===== src/rtl/predistort_stream_merge.sv =====
// Packet-level round-robin merger: multiplexes NUM_CHANNELS AXI streams onto
// one registered output stream, whole packets at a time, tagging every beat
// with its source channel. Keeps a 32-bit packet counter per channel.
module predistort_stream_merge #(
    parameter int WIDTH        = 16,
    parameter int NUM_CHANNELS = 4,
    parameter int CHAN_W       = 2
) (
    input  logic                          clk,
    input  logic                          reset,
    input  logic                          clear,
    input  logic [NUM_CHANNELS*WIDTH-1:0] i_tdata,
    input  logic [NUM_CHANNELS-1:0]       i_tlast,
    input  logic [NUM_CHANNELS-1:0]       i_tvalid,
    output logic [NUM_CHANNELS-1:0]       i_tready,
    output logic [WIDTH-1:0]              o_tdata,
    output logic                          o_tlast,
    output logic [CHAN_W-1:0]             o_tchan,
    output logic                          o_tvalid,
    input  logic                          o_tready,
    input  logic [CHAN_W-1:0]             cnt_sel,
    output logic [31:0]                   cnt_data
);

    typedef enum logic {
        IDLE = 1'b0,
        PASS = 1'b1
    } state_t;

    state_t            state, state_next;
    logic [CHAN_W-1:0] grant, grant_next;
    logic [CHAN_W-1:0] ptr, ptr_next;
    logic [CHAN_W-1:0] scan_chan;
    logic              scan_found;
    logic              sel_valid;
    logic              sel_last;
    logic [WIDTH-1:0]  sel_data;
    logic              out_free;
    logic              accept;
    logic [31:0]       pkt_cnt [NUM_CHANNELS];

    // Route the granted channel's beat to the output side.
    always_comb begin
        // NOTE: every variable gets a default before any branch so no path
        // leaves it unassigned; a missing default infers a latch.
        sel_valid = 1'b0;
        sel_last  = 1'b0;
        sel_data  = '0;
        for (int c = 0; c < NUM_CHANNELS; c++) begin
            if (grant == CHAN_W'(c)) begin
                sel_valid = i_tvalid[c];
                sel_last  = i_tlast[c];
                sel_data  = i_tdata[c*WIDTH +: WIDTH];
            end
        end
    end

    // Round-robin search: lowest valid channel at or above ptr wins, else the
    // lowest valid channel below ptr (the wrapped part of the scan).
    always_comb begin
        scan_found = 1'b0;
        scan_chan  = '0;
        for (int c = NUM_CHANNELS - 1; c >= 0; c--) begin
            if (i_tvalid[c] && (CHAN_W'(c) < ptr)) begin
                scan_found = 1'b1;
                scan_chan  = CHAN_W'(c);
            end
        end
        for (int c = NUM_CHANNELS - 1; c >= 0; c--) begin
            if (i_tvalid[c] && (CHAN_W'(c) >= ptr)) begin
                scan_found = 1'b1;
                scan_chan  = CHAN_W'(c);
            end
        end
    end

    // Output register can take a beat when empty or draining this cycle;
    // nothing is accepted in a clear cycle so no beat is silently lost.
    assign out_free = !o_tvalid || o_tready;
    assign accept   = (state == PASS) && sel_valid && out_free && !clear;

    // Only the granted channel ever sees ready, and only in PASS.
    always_comb begin
        i_tready = '0;
        for (int c = 0; c < NUM_CHANNELS; c++) begin
            i_tready[c] = (state == PASS) && out_free && !clear && (grant == CHAN_W'(c));
        end
    end

    // Next-state logic: grant in IDLE, release the output on an accepted tlast.
    always_comb begin
        state_next = state;
        grant_next = grant;
        ptr_next   = ptr;
        case (state)
            IDLE: begin
                if (scan_found) begin
                    state_next = PASS;
                    grant_next = scan_chan;
                end
            end
            PASS: begin
                if (accept && sel_last) begin
                    state_next = IDLE;
                    ptr_next   = (grant == CHAN_W'(NUM_CHANNELS - 1)) ? '0 : grant + CHAN_W'(1);
                end
            end
            default: state_next = IDLE;
        endcase
    end

    // Arbiter state register.
    always_ff @(posedge clk or posedge reset) begin
        // NOTE: sequential state uses non-blocking assignments so every flop
        // samples pre-edge values regardless of statement order.
        if (reset) begin
            state <= IDLE;
            grant <= '0;
            ptr   <= '0;
        end else if (clear) begin
            state <= IDLE;
            grant <= '0;
            ptr   <= '0;
        end else begin
            state <= state_next;
            grant <= grant_next;
            ptr   <= ptr_next;
        end
    end

    // Output register: load on accept, drop valid on a drain with no refill,
    // otherwise hold.
    always_ff @(posedge clk or posedge reset) begin
        if (reset) begin
            o_tvalid <= 1'b0;
            o_tdata  <= '0;
            o_tlast  <= 1'b0;
            o_tchan  <= '0;
        end else if (clear) begin
            o_tvalid <= 1'b0;
            o_tdata  <= '0;
            o_tlast  <= 1'b0;
            o_tchan  <= '0;
        end else if (accept) begin
            o_tvalid <= 1'b1;
            o_tdata  <= sel_data;
            o_tlast  <= sel_last;
            o_tchan  <= grant;
        end else if (o_tready) begin
            o_tvalid <= 1'b0;
        end
    end

    // Per-channel packet counters, bumped when a packet's last beat is taken.
    always_ff @(posedge clk or posedge reset) begin
        // NOTE: this array is software-visible status, so every entry is
        // reset; a plain data buffer would be left unreset.
        if (reset) begin
            for (int c = 0; c < NUM_CHANNELS; c++) pkt_cnt[c] <= '0;
        end else if (clear) begin
            for (int c = 0; c < NUM_CHANNELS; c++) pkt_cnt[c] <= '0;
        end else begin
            for (int c = 0; c < NUM_CHANNELS; c++) begin
                if (accept && sel_last && (grant == CHAN_W'(c))) begin
                    pkt_cnt[c] <= pkt_cnt[c] + 32'd1;
                end
            end
        end
    end

    // Counter readback; unused select codes read as zero.
    always_comb begin
        cnt_data = '0;
        for (int c = 0; c < NUM_CHANNELS; c++) begin
            if (cnt_sel == CHAN_W'(c)) cnt_data = pkt_cnt[c];
        end
    end

endmodule


===== config.mk =====
export PLATFORM = sky130hd
export DESIGN_NAME = predistort_stream_merge
export DESIGN_NICKNAME = d
export VERILOG_FILES = /design/src/rtl/predistort_stream_merge.sv
export SDC_FILE = /design/constraint.sdc
export NUM_CORES = 1
export LEC_CHECK = 0
export CORE_MARGIN = 5
export CORE_UTILIZATION = 59
export DETAILED_ROUTE_END_ITERATION = 10
export PLACE_DENSITY = 0.88
export SYNTH_ARGS = -nofsm -noshare
export SYNTH_HDL_FRONTEND = slang
export SYNTH_SLANG_ARGS = --single-unit

===== constraint.sdc =====
create_clock -name clk -period 12.75 [get_ports clk]
set_input_delay 3.825 -clock clk [delete_from_list [all_inputs] [get_ports clk]]
set_output_delay 3.825 -clock clk [all_outputs]
set_load 0.01 [all_outputs]

# Word-level counts from Yosys, hierarchy flattened
# Index checks and enable logic that the tools add are counted.
[word_totals] register_bits=153 output_inout_bits=56 elab_cells=127
[op_classes] n_addsub=5 order_cmp=8 eq_ne=7 mux=57 bitwise_logic=1 n_reduce_logical=38
[ops] op="two-way mux 32 bit" n=8
[ops] op="adder 32 x 1 -> 32 bit, second input constant" n=4
[ops] op="two-way mux 128 bit" n=1
[ops] op="two-way mux 16 bit" n=6
[ops] op="two-way mux 2 bit" n=17
[ops] op="two-way mux 1 bit" n=24
[ops] op="logical AND 1 bit" n=22
[ops] op="nonzero test 2 bit" n=8
[ops] op="== test 2 bit, second input constant" n=4
[ops] op="== test 2 x 1 -> 1 bit, second input constant" n=2
[ops] op="greater-or-equal comparator 1 x 2 -> 1 bit, first input constant" n=2
[ops] op="greater-or-equal comparator 2 bit, first input constant" n=2
[ops] op="zero test 2 bit" n=2
[ops] op="< comparator 1 x 2 -> 1 bit, first input constant" n=2
[ops] op="< comparator 2 bit, first input constant" n=2
[ops] op="AND reduction 2 bit" n=2
[ops] op="nonzero test 3 bit" n=1
[ops] op="adder 2 x 1 -> 2 bit, second input constant" n=1
[ops] op="zero test 1 bit" n=2
[ops] op="!= test 2 bit, second input constant" n=1
[ops] op="case mux 1 bit (2 select lines)" n=1
[ops] op="logical OR 1 bit" n=1
[ops] op="inverter 1 bit" n=1

# Longest topological paths before layout
[logic_depth] word_depth=13 depth_mapped=12

# Least setup slack after synthesis
# OpenSTA, ideal clock, no wires.
[synth_path] path_kind="input to output" startpoint="input cnt_sel[1]" endpoint="output cnt_data[11]" arrival_time_ns=5.185 required_time_ns=8.925 path_slack_ns=3.740 path_stages=3 path_buffers=2 path_cell_list="clkbuf_1 > clkbuf_1 > mux4_2"
[synth_between] elab_chain_cells=5 elab_cells_between_ends=8
[synth_lines] item="start, declared" line_no="21" source="input logic [CHAN_W-1:0] cnt_sel,"
[synth_lines] item="zero test 2 bit" line_no="175" source="if (cnt_sel == CHAN_W'(c)) cnt_data = pkt_cnt[c];"
[synth_lines] item="two-way mux 32 bit (3 in series)" line_no="175"
[synth_lines] item="two-way mux 32 bit *" line_no="175"
[synth_lines] item="end, declared" line_no="22" source="output logic [31:0] cnt_data"
# Every way passes the cells marked *; elsewhere a longest branch is shown, timed or not.

# Worst setup path after layout
[layout_path] startpoint="input cnt_sel[0]" endpoint="output cnt_data[28]"
# The elaborated chain is that of the path after synthesis.

==> flow_summary.toml <==
[critical_path]
cpMostUsedCell = "clkdlybuf4s50_1"
critPathCaptureType = "output pin"
crit_slowest_cell = "mux4_2"
crit_family = "buffers and inverters"
r2r_end = "pkt_cnt[127]"
reg2reg_slack_ps = 8230
slowest_delay_ps = 580
critPathKind = "primary input to output pin"
path_buf_inv = 3
rr_worst_depth = 9
cp-start-kind = "primary input"
cp.arrival_ps = 5840
r2r_start = "grant[0]"
worstPathRequired_ps = 8920
worst-path-max-fanout = 32
crit_chain = "clkdlybuf4s50_1 -> buf_4 -> mux4_2 -> clkdlybuf4s50_1"

[routing]
ant_nets = 0
wl_um = 26500
first_iter_violations = 885
wl_per_cell_um = 21.5
drt_pass1_iterations = 7
num_vias = 8221
viasPerCell = 6.66
drc = 0

[sta]
hold_viol_final = 0
slew_headroom_pct = 20.6
grt_setup_unrepaired = "no"
finalCritPeriodShare_pct = 75.8
timing.hold.ws_ps = 515
setup_viol = 0
finClkSkew_ps = 5.98
worst_pin_slew_ps = 1180
final_max_slew_viol_count = 0
period_needed_ps = 9660
layout_setup_ws_ps = 3090
setup_tns_ps = 0
fmax_mhz = 103

[placed_design]
io_buffers = 133
gp_congestion = 0.865
dpl.cell_count = 1203
placed_cell_area_um2 = 10300
place_ws_ps = 3090
hpwl_um = 17700

[synth]
synth-edff-count = 0
synth_commonest_cells = "dfrtp_1 (153), nor2_1 (131), nand2_1 (71)"
synth-async-reset-ratio_pct = 100
synth-simple-area-share_pct = 24.0
syn_inst = 937
syn_area_um2 = 8870
synth_cell_types = 56
synth_compound_area_share_pct = 9.56
synth_fp_nets = 1023
syn_avg_cell_area_um2 = 9.47
seq_area_frac_synth_pct = 43.1
yosys_warnings = 0
post-synth-top-count-cell = "dfrtp_1"
synth_top_cell_area_share_pct = 43.1
synthXorXnorAreaFrac_pct = 9.38
ys_seq_elements = 153
muxShareOfSynthArea_pct = 9.02
synthFlopType = "dfrtp_1"
synth.area.top_cells = "dfrtp_1 (43%), mux4_2 (8.1%), nor2_1 (5.5%), xor2_1 (4.9%), xnor2_1 (4.4%)"
synth_top_area_cell = "dfrtp_1"
synthAdderAreaFrac_pct = 1.13
synth_top_family_by_area = "simple AND/OR/NAND/NOR gates"

[cells_and_area]
nNetsFinal = 1124
fillers = 1026
num_antenna_cells = 0
drive_gt1_share_pct = 8.28
postLayoutCoreUtil_pct = 74.6
area_growth_pct = 23.0
final_cells = 1235
final_cell_area_um2 = 10900

[clock_network]
cts_inserted_buffers = 17
htreeDepth = 4
cts_hold_buffers = 0
clock_latency_ps = 440
cts_buffer_depth = 2
cts.sinks = 153
cts_tree = "yes"
cts_resized = 0
clkTransAtPathRegs_ps = 60
postCtsSetupRepairBufs = 0
root_buffer = "clkbuf_16"

[worst_hold_path]
worstHoldPathType = "flop to flop"
min_path_cells = 1
hold_path.startpoint = "pkt_cnt[123]"
min_to = "pkt_cnt[123]"

[die]
core-area_um2 = 14600
die_w_um = 133
initial_core_util_pct = 60.6
dieArea_um2 = 17600
die_h_um = 133
ioPinCount = 134
rows = 44

[power]
finalPower_mw = 1.18
p_leak_nw = 4.32
ir_drop_v = 0.000101
p_per_area_nw_per_um2 = 108

[flow_run]
drv_cap = 0

[grt]
grt_start_max_net_pins = 102
track_usage_pct = 30.6
grt_pass1_vias = 8198
antenna_found_initial = 0
grt_overflow = 0
grt_pass1_wl_um = 42900

[outcome]
status = "completed"
## layout by cell type (no fill, tap or decap), types with 24 or more instances in the layout
master           netlist  routed
a21oi_1               42      42
clkdlybuf4s50_1        0     131
dfrtp_1              153     153
inv_1                 25      24
mux4_2                32      32
nand2_1               71      71
nand3_1               43      43
nand4_1               39      39
nor2_1               131     131
nor3_1                43      43
o21ai_0               31      31
xnor2_1               45      45
xor2_1                50      50
## power breakdown
| group | internal [mW] | leakage, nW | switching, mW | total [mW] |
|---|---|---|---|---|
| Clock | 0.347 | 0.297 | 0.213 | 0.561 |
| Sequential | 0.493 | 2.13 | 0.00552 | 0.498 |
| Combinational | 0.0570 | 1.90 | 0.0677 | 0.125 |
## flip-flops by register name (all words and copies together) (netlist names)
name      flops
grant         2
o_tchan       2
o_tdata      16
o_tlast       1
o_tvalid      1
pkt_cnt     128
ptr           2
state         1
## cells by family after synthesis
group,Yosys count
xor+xnor,95
compound gates,130
buf+inv,85
mux,40
simple gates,426
flops,153
fa+ha+maj,8
## layout make-up
cell class	instances	area, µm²	area share, %
clock buffers	17	425	3.90
well taps	184	230	2.11
repair buffers	142	1390	12.7
clock inverters	15	226	2.07
multi-input cells	699	4720	43.2
inverters	25	98.8	0.905
flip-flops and latches	153	3830	35.1
## metal layers
metal / share of wire [%] / up-vias / GRT usage [%] / wire length (µm)
met5: 0 / - / 0 / 0
met4: 4.0 / 0 / 13.3 / 1050
met3: 11 / 97 / 9.87 / 2870
met2: 47 / 539 / 48.3 / 12500
met1: 38 / 4003 / 39.1 / 10100
li1: - / 3582 / - / -
## worst max path at each step
stage / from / end / slack [ps] / cells past startpoint
2_1_floorplan: cnt_sel[1] / cnt_data[11] / 3740 / 3
3_5_place_dp: cnt_sel[1] / cnt_data[0] / 3090 / 3
5_1_grt: cnt_sel[1] / cnt_data[0] / 2940 / 3
3_3_place_gp: cnt_sel[1] / cnt_data[0] / 3130 / 3
4_1_cts: cnt_sel[1] / cnt_data[0] / 3090 / 3
6_report: cnt_sel[0] / cnt_data[28] / 3090 / 4
(Power assumes the default switching activity.)
